$ cat src/rtl/ramdisk_io_ctrl.sv
// ramdisk_io_ctrl: IO-mapped RAM-disk engine streaming bytes to/from expansion SRAM via an auto-incrementing pointer.
// Shares the SRAM with CPU memory cycles, which always preempt an in-flight access.
module ramdisk_io_ctrl #(
  parameter int WR_CYCLES = 2,
  parameter int RD_CYCLES = 2,
  parameter int ADR_W     = 19
) (
  input  logic             clk,
  input  logic             reset_b,
  input  logic             io_wr_stb,
  input  logic             io_rd_stb,
  input  logic [1:0]       io_reg,
  input  logic [7:0]       io_wdata,
  output logic [7:0]       io_rdata,
  output logic             wait_b,
  input  logic             cpu_req,
  output logic             sram_own,
  output logic [ADR_W-1:0] sram_adr,
  output logic [7:0]       sram_wdata,
  input  logic [7:0]       sram_rdata,
  output logic             sram_cs_b,
  output logic             sram_oe_b,
  output logic             sram_we_b
);
  typedef enum logic [2:0] {IDLE, ARB, WR_SETUP, WR_PULSE, WR_HOLD, RD_SETUP, RD_WAIT, RD_SAMPLE} state_t;
  state_t r_state, w_next;
  logic [ADR_W-1:0] r_ptr;
  logic [7:0] r_rbuf, r_wbuf, r_hold_byte, r_rdata;
  logic r_rbuf_valid, r_wbuf_pend, r_pf_pend, r_hold_wr, r_hold_rd;
  logic [2:0] r_cnt;
  logic w_rd, w_adr_wr, w_adr_lo, w_data_wr, w_wr_acc, w_data_rd, w_rd_go;
  logic w_access, w_own, w_rd_st, w_wr_done, w_rd_done, w_busy;
  logic [23:0] w_p24, w_ld24;
  logic [7:0] w_rd_val;
  assign w_rd      = io_rd_stb & !io_wr_stb;
  assign w_adr_wr  = io_wr_stb & (io_reg != 2'd3);
  assign w_adr_lo  = io_wr_stb & (io_reg == 2'd0);
  assign w_data_wr = (io_wr_stb & (io_reg == 2'd3)) | r_hold_wr;
  assign w_wr_acc  = w_data_wr & !r_wbuf_pend;
  assign w_data_rd = (w_rd & (io_reg == 2'd3)) | r_hold_rd;
  assign w_rd_go   = w_data_rd & r_rbuf_valid;
  assign w_access  = (r_state != IDLE) && (r_state != ARB);
  assign w_own     = w_access & !cpu_req;
  assign w_rd_st   = (r_state == RD_SETUP) || (r_state == RD_WAIT) || (r_state == RD_SAMPLE);
  assign w_wr_done = (r_state == WR_HOLD) & !cpu_req;
  assign w_rd_done = (r_state == RD_SAMPLE) & !cpu_req;
  assign w_busy    = (r_state != IDLE) | r_wbuf_pend | r_pf_pend | r_hold_wr | r_hold_rd;
  assign w_p24     = 24'(r_ptr);
  assign w_ld24    = io_reg == 2'd0 ? {w_p24[23:8], io_wdata} :
                     io_reg == 2'd1 ? {w_p24[23:16], io_wdata, w_p24[7:0]} : {io_wdata, w_p24[15:0]};
  assign w_rd_val  = io_reg == 2'd0 ? w_p24[7:0] :
                     io_reg == 2'd1 ? w_p24[15:8] : {w_busy, r_rbuf_valid, w_p24[21:16]};
  // Strobes are gated by cpu_req combinationally so a memory cycle takes the SRAM in the same clock.
  assign sram_own   = w_own;
  assign sram_cs_b  = !w_own;
  assign sram_oe_b  = !(w_own & w_rd_st);
  assign sram_we_b  = !(w_own & (r_state == WR_PULSE));
  assign sram_adr   = r_ptr;
  assign sram_wdata = r_wbuf;
  assign io_rdata   = r_rdata;
  assign wait_b     = !(r_hold_wr | r_hold_rd);
  always_comb begin
    w_next = r_state;
    if (w_access && cpu_req) w_next = ARB;
    else
      case (r_state)
        IDLE:      w_next = (r_wbuf_pend | r_pf_pend) ? ARB : IDLE;
        ARB:       w_next = cpu_req ? ARB : r_wbuf_pend ? WR_SETUP : r_pf_pend ? RD_SETUP : IDLE;
        WR_SETUP:  w_next = WR_PULSE;
        WR_PULSE:  w_next = (r_cnt == 3'(WR_CYCLES - 1)) ? WR_HOLD : WR_PULSE;
        WR_HOLD:   w_next = IDLE;
        RD_SETUP:  w_next = (RD_CYCLES > 1) ? RD_WAIT : RD_SAMPLE;
        RD_WAIT:   w_next = (r_cnt == 3'(RD_CYCLES - 2)) ? RD_SAMPLE : RD_WAIT;
        RD_SAMPLE: w_next = IDLE;
        default:   w_next = IDLE;
      endcase
  end
  always_ff @(posedge clk or negedge reset_b) begin
    if (!reset_b) begin
      r_state      <= IDLE;
      r_cnt        <= '0;
      r_ptr        <= '0;
      r_rbuf       <= '0;
      r_wbuf       <= '0;
      r_hold_byte  <= '0;
      r_rdata      <= '0;
      r_rbuf_valid <= 1'b0;
      r_wbuf_pend  <= 1'b0;
      r_pf_pend    <= 1'b0;
      r_hold_wr    <= 1'b0;
      r_hold_rd    <= 1'b0;
    end else begin
      r_state   <= w_next;
      r_cnt     <= (w_next != r_state) ? 3'd0 : r_cnt + 3'd1;
      r_hold_wr <= w_data_wr & r_wbuf_pend;
      r_hold_rd <= w_data_rd & !r_rbuf_valid;
      if (io_wr_stb && io_reg == 2'd3) r_hold_byte <= io_wdata;
      if (w_wr_done) r_wbuf_pend <= 1'b0;
      if (w_wr_acc) begin
        r_wbuf      <= r_hold_wr ? r_hold_byte : io_wdata;
        r_wbuf_pend <= 1'b1;
      end
      if (w_rd && io_reg != 2'd3) r_rdata <= w_rd_val;
      if (w_rd_go) r_rdata <= r_rbuf;
      // A register write in the completion cycle wins: no increment, read data dropped.
      if (w_adr_wr) r_ptr <= ADR_W'(w_ld24);
      else if (w_wr_done | w_rd_go) r_ptr <= r_ptr + 1'b1;
      if (w_rd_done && !w_adr_wr) begin
        r_rbuf       <= sram_rdata;
        r_rbuf_valid <= 1'b1;
      end
      if (w_adr_lo | w_wr_done | w_rd_go) r_rbuf_valid <= 1'b0;
      if (w_rd_done) r_pf_pend <= 1'b0;
      if (w_adr_lo | w_wr_done | w_rd_go | (w_rd_done & w_adr_wr) | (w_data_rd & !r_rbuf_valid & !w_rd_done))
        r_pf_pend <= 1'b1;
    end
  end
endmodule

$ cat config.mk
export PLATFORM = sky130hd
export DESIGN_NAME = ramdisk_io_ctrl
export DESIGN_NICKNAME = d
export VERILOG_FILES = /design/src/rtl/ramdisk_io_ctrl.sv
export SDC_FILE = /design/constraint.sdc
export NUM_CORES = 1
export LEC_CHECK = 0
export CORE_ASPECT_RATIO = 1.1
export CORE_MARGIN = 10
export CORE_UTILIZATION = 47
export CTS_CLUSTER_DIAMETER = 60
export DETAILED_ROUTE_END_ITERATION = 10
export PLACE_DENSITY = 0.75
export SYNTH_ARGS = -nofsm -noshare
export SYNTH_HDL_FRONTEND = slang
export SYNTH_SLANG_ARGS = --single-unit
$ cat constraint.sdc
create_clock -name clk -period 1.4 [get_ports clk]
set_input_delay 0.28 -clock clk [delete_from_list [all_inputs] [get_ports clk]]
set_output_delay 0.28 -clock clk [all_outputs]
set_load 0.01 [all_outputs]
[Word level (Yosys, flattened, before mapping)]
Index checks and enable logic that the tools add are counted.
Storage, ports and cells
  ROM bits: 0
  register bits after elaboration: 62
  memories kept: 0
  RAM bits: 0
  output and inout port bits: 40
  bits in latches: 0
  input bits: 23
Cells by class
  div/mod/pow operators: 0
  $lt $le $gt $ge: 0
  equal/unequal tests: 17
  shift operators: 0
  multiply operators: 0
  reduce and logical (&&, ||, !) cells: 30
  bitwise gates (word level): 29
  add/subtract/negate cells: 2
  multiplexer cells: 24
Operators by type and width (number)
  19-bit two-way mux: 4
  8-bit two-way mux: 5
  3-bit case mux with 7 select lines: 1
  19-bit by 1-bit adder with 19-bit output (second input constant): 1
  3-bit two-way mux: 6
  1-bit bitwise AND: 16
  1-bit bitwise OR: 13
  3-bit == test (second input constant): 4
  1-bit logical NOT: 10
  2-bit nonzero test: 5
  1-bit two-way mux: 8
  3-bit by 1-bit == test with 1-bit output (second input constant): 2
  3-bit by 2-bit == test with 1-bit output (second input constant): 2
  3-bit logical NOT: 2
  2-bit != test (second input constant): 3
  3-bit AND reduction: 2
  1-bit logical AND: 5
  2-bit by 1-bit != test with 1-bit output (second input constant): 2
  3-bit by 1-bit adder with 3-bit output (second input constant): 1
  3-bit by 1-bit != test with 1-bit output (second input constant): 1
  3-bit != test: 1
  3-bit nonzero test: 1
  2-bit by 1-bit == test with 1-bit output (second input constant): 1
  2-bit == test (second input constant): 1
  4 further kinds: 5

[Depth between registers and ports, before layout]
  word-level depth: 9
  mapped depth: 7

[Worst setup path before layout]
OpenSTA, ideal clock, no wires.
  kind: flip-flop to flip-flop
  start: reg r_ptr[0] (netlist: sram_adr[0])
  end: reg r_ptr[12] (netlist: sram_adr[12])
  cell stages (with the launch flop): 7
  path buffers: 0
  setup time: 82 ps
  data arrival time: 1531 ps
  path slack: -213 ps
  required time: 1318 ps
  clock period less this slack: 1613 ps
  cells stage by stage: dfrtp_1 > ha_1 > nand4_1 > nor2_2 > nand4_1 > o31a_1 > o22ai_1
Between the ends
  cells in the longest elaborated chain, start to end: 3
Ends and longest elaborated chain
  start: declaration: line 27  | logic [ADR_W-1:0] r_ptr;
  start signal: assignment: line 106  | if (w_adr_wr) r_ptr <= ADR_W'(w_ld24);
  start signal: assignment: line 107  | else if (w_wr_done | w_rd_go) r_ptr <= r_ptr + 1'b1;
  19-bit by 1-bit adder with 19-bit output: line 107
  19-bit two-way mux: line 107
  19-bit two-way mux: line 106
No other way between the ends. The select of a mux whose other input is x is not followed.
A chain may end at the register's enable or synchronous reset.

[Final worst setup path]
  start: reg r_state[0]
  end: out sram_we_b
Between the ends
  cells in the longest elaborated chain, start to end: 5
  elaborated cells between the ends (all ways): 7
  those cells by class: eq/ne (2); bitwise (2); reduce/logical (3)
Ends and longest elaborated chain
  start: declaration: line 26  | state_t r_state, w_next;
  start signal: assignment: line 93  | r_state <= w_next;
  3-bit by 1-bit != test with 1-bit output / 3-bit nonzero test (equally long branches): line 42  | assign w_access = (r_state != IDLE) && (r_state != ARB);
  1-bit logical AND: line 42
  1-bit bitwise AND: line 43  | assign w_own = w_access & !cpu_req;
  1-bit bitwise AND *: line 57  | assign sram_we_b = !(w_own & (r_state == WR_PULSE));
  1-bit logical NOT *: line 57
  end: declaration: line 23  | output logic sram_we_b
Mark *: on every way between the ends. The rest lies on a longest branch, timed or not.

==> impl_metrics.py <==
metrics = {
    "cts": {
        "clk_latency_ns": 0.35,
        "cts-root-buf": "clkbuf_8",
        "cts_made_buffers": 9,
        "htree_levels": 3,
        "clkTransAtPathRegs_ns": 0.08,
        "cts_buffer_depth": 2,
        "clock_sinks": 62,
        "tritoncts": "done",
    },
    "worst_setup_path": {
        "path_max_fanout": 2,
        "r2r_cells": 4,
        "crit_required_ns": 1.12,
        "path_cells": "buf_4 > nand2b_4 > or3b_4 > buf_6",
        "r2r-start": "r_state[2]",
        "arrival_ns": 1.39,
        "r2r-end": "sram_adr[0]",
        "critical-path-max-stage-delay_ns": 0.37,
        "slowest_stage": "dfrtp_1",
        "critPathLaunchType": "flop",
        "path_class": "reg -> out",
        "critical_path.endpoint_type": "output pin",
        "r2r_slack_ns": -0.27,
    },
    "floorplan": {
        "dieArea_mm2": 0.0114,
        "start_util": 0.477,
        "boundaryPins": 63,
        "core-area_mm2": 0.00739,
        "rows": 33,
        "die_w_um": 103,
        "fp.dieH_um": 111,
    },
    "min_path": {
        "hold_path_startpoint": "cpu_req",
        "hold-path-cell-count": 3,
        "hold_end": "r_state[2]",
        "hold_path.class": "in -> reg",
    },
    "sta": {
        "slew_headroom": 0.664,
        "post-route-period-util": 1.19,
        "hold_viol": 0,
        "hold_slack_ns": 0.427,
        "fin_crit_ns": 1.67,
        "setup_viol": 48,
        "worst_slack_ns": -0.271,
        "finClkSkew_ns": 0.00706,
        "max_freq_mhz": 599,
        "worst_pin_slew_ns": 0.503,
        "rsz0062_at_grt": "yes",
        "drv_slew": 0,
    },
    "drt": {
        "drt-wirelength-per-cell_um": 19.4,
        "drt_iter0_drc": 261,
        "drc": 0,
        "viasPerCell": 5.86,
        "firstDrtPassIters": 5,
        "num_vias": 3693,
        "ant_nets": 0,
        "drt-total-wl_um": 12200,
    },
    "power_and_ir_drop": {
        "p_seq_frac": 0.307,
        "intPower_mw": 5.89,
        "switching_share": 0.383,
        "power_density_mw_per_mm2": 1740,
        "power_frac_comb": 0.511,
        "p_leak_nw": 2.45,
        "total_power_mw": 9.55,
        "vdd_drop_max_uv": 1070,
        "clkPwrFrac": 0.182,
        "p_sw_mw": 3.66,
    },
    "place": {
        "placedCellCount": 590,
        "port_buffers": 62,
        "pre_cts_slack_ns": -0.709,
        "placed_cell_area_mm2": 0.00484,
        "place_hpwl_um": 8000,
        "gp_congestion": 0.944,
    },
    "logic_synthesis": {
        "ys_ff_latch": 62,
        "ys_warn_count": 0,
        "synthFlopType": "dfrtp_1",
        "syn-instance-count": 376,
        "synth-seq-area-share": 0.440,
        "avgSynthCellArea_um2": 9.37,
        "synth-edff-count": 0,
        "syn_area_mm2": 0.00352,
        "syn_nets": 403,
        "async_reset_ff_frac": 1.00,
        "synth_cell_type_count": 58,
    },
    "final_layout": {
        "final_common_cell": "buf_4",
        "fin_area_mm2": 0.00548,
        "drive_gt1_frac": 0.405,
        "instances_no_fill": 630,
        "synthToLayoutAreaGrowth_pct": 55.6,
        "antenna_cells": 0,
        "mostFrequentLayoutCells": "buf_4 (95), dfrtp_1 (56), nand2_1 (33), nor2_1 (29), dlygate4sd2_1 (26)",
        "nets": 565,
        "fill_cells": 509,
    },
    "outcome": {
        "status": "finished, violations left",
        "violations": "negative setup slack",
    },
    "grt": {
        "overflow": 0,
        "grt_max_degree": 63,
        "grt_pass1_vias": 3751,
        "antenna_found_initial": 0,
        "grt_pass1_wl_um": 19100,
        "grt_usage": 0.209,
    },
    "flow_run": {
        "max_cap_violations": 0,
    },
}
-- power groups by stage --
stage	clock [mW]	sequential [mW]	combinational, mW
final	1.74	2.93	4.88
after global routing	1.84	3.01	5.27
after CTS	1.74	2.90	4.48
after detailed placement	0	2.95	4.23
after global placement	0	2.92	4.10
after floorplan	0	3.14	1.72
-- how the worst max path moves through the flow --
stage | cells past startpoint | startpoint | slack, ns | to
after floorplan | 6 | sram_adr[5] | -0.08 | sram_adr[12]
after global placement | 4 | cpu_req | -0.68 | sram_we_b
after detailed placement | 7 | cpu_req | -0.71 | sram_adr[11]
after CTS | 6 | r_state[0] | -0.29 | sram_adr[4]
after global routing | 6 | r_state[0] | -0.35 | sram_adr[3]
final | 4 | r_state[0] | -0.27 | sram_we_b
-- logic make-up (layout without fill, tap and decap cells) --
group,count (synthesis),in the layout,synth area share
buffers and inverters,36,201,0.0504
multiplexers,32,32,0.0969
AO/OA/AOI/OAI,118,120,0.213
adder cells (fa/ha/maj),4,4,0.0142
AND/OR/NAND/NOR,122,122,0.180
XOR/XNOR,2,2,0.00497
flip-flops,62,62,0.440
-- critical path: cells and delay by family (launching register included) --
family / cells / cell delay, ns
AND/OR/NAND/NOR: 2 / 0.41
flip-flops: 1 / 0.37
buffers and inverters: 2 / 0.26
-- what timing repair did --
action | CTS | global route
pin swaps | 17 | 20
cloned | 1 | 1
hold buffers | 1 | 0
resized for setup | 151 | 44
setup buffers | 14 | 7
setup endpoints to repair | 96 | 54
endpoints found under the hold margin | 62 | 0
-- flip-flops by register name, summed over array words and instances, names as in the netlist --
signal	count
io_rdata	8
sram_adr	19
r_cnt	3
r_hold_rd	1
r_wbuf_pend	1
r_state	3
r_rbuf_valid	1
sram_wdata	8
r_hold_byte	8
r_rbuf	8
r_hold_wr	1
r_pf_pend	1
-- synthesized netlist by cell type, types with 2 or more instances --
master	count	area, um2
o21ai_0	37	185
dfrtp_1	62	1550
nor3_1	10	50.1
buf_4	4	30.0
o21a_1	4	30.0
o31a_1	2	17.5
mux2_2	17	191
ha_1	4	50.1
buf_2	10	50.1
inv_1	14	52.6
a31oi_1	10	62.6
and2_1	3	18.8
nand4_1	5	31.3
o21ai_1	4	20.0
nand3_1	7	35.0
a21o_1	5	37.5
nor2b_1	6	37.5
o221ai_1	2	17.5
nor2_1	39	146
a21boi_0	2	15.0
mux2i_1	15	150
clkbuf_1	5	18.8
nand2_1	34	128
o22ai_1	2	12.5
a32oi_1	10	87.6
nor2_2	2	12.5
o211ai_1	3	22.5
nor3b_1	2	15.0
buf_6	2	22.5
a21oi_1	26	130
-- metal layers --
layer  GRT usage  part of all wire  vias to the layer above
li1            -                 -                     1695
met1       0.240              0.38                     1812
met2       0.352              0.52                      144
met3      0.0505             0.067                       42
met4      0.0951             0.034                        0
met5           0                 0                        -
-- stage by stage --
stage	util	TNS [ns]
floorplan	-	-0.501
global placement	0.655	-30.40
detailed placement	0.655	-33.01
CTS	0.720	-6.24
global route	0.742	-10.53
finish	0.742	-7.29
-- cell type report --
class / instances / area, um2 / area share
Timing Repair Buffer: 171 / 1430 / 0.260
Clock buffer: 12 / 165 / 0.0301
Multi-Input combinational cell: 280 / 2120 / 0.386
Clock inverter: 4 / 53.8 / 0.00981
Sequential cell: 62 / 1560 / 0.284
Tap cell: 87 / 109 / 0.0199
Inverter: 14 / 52.6 / 0.00958
No activity file was read; power rests on OpenSTA's default activity.
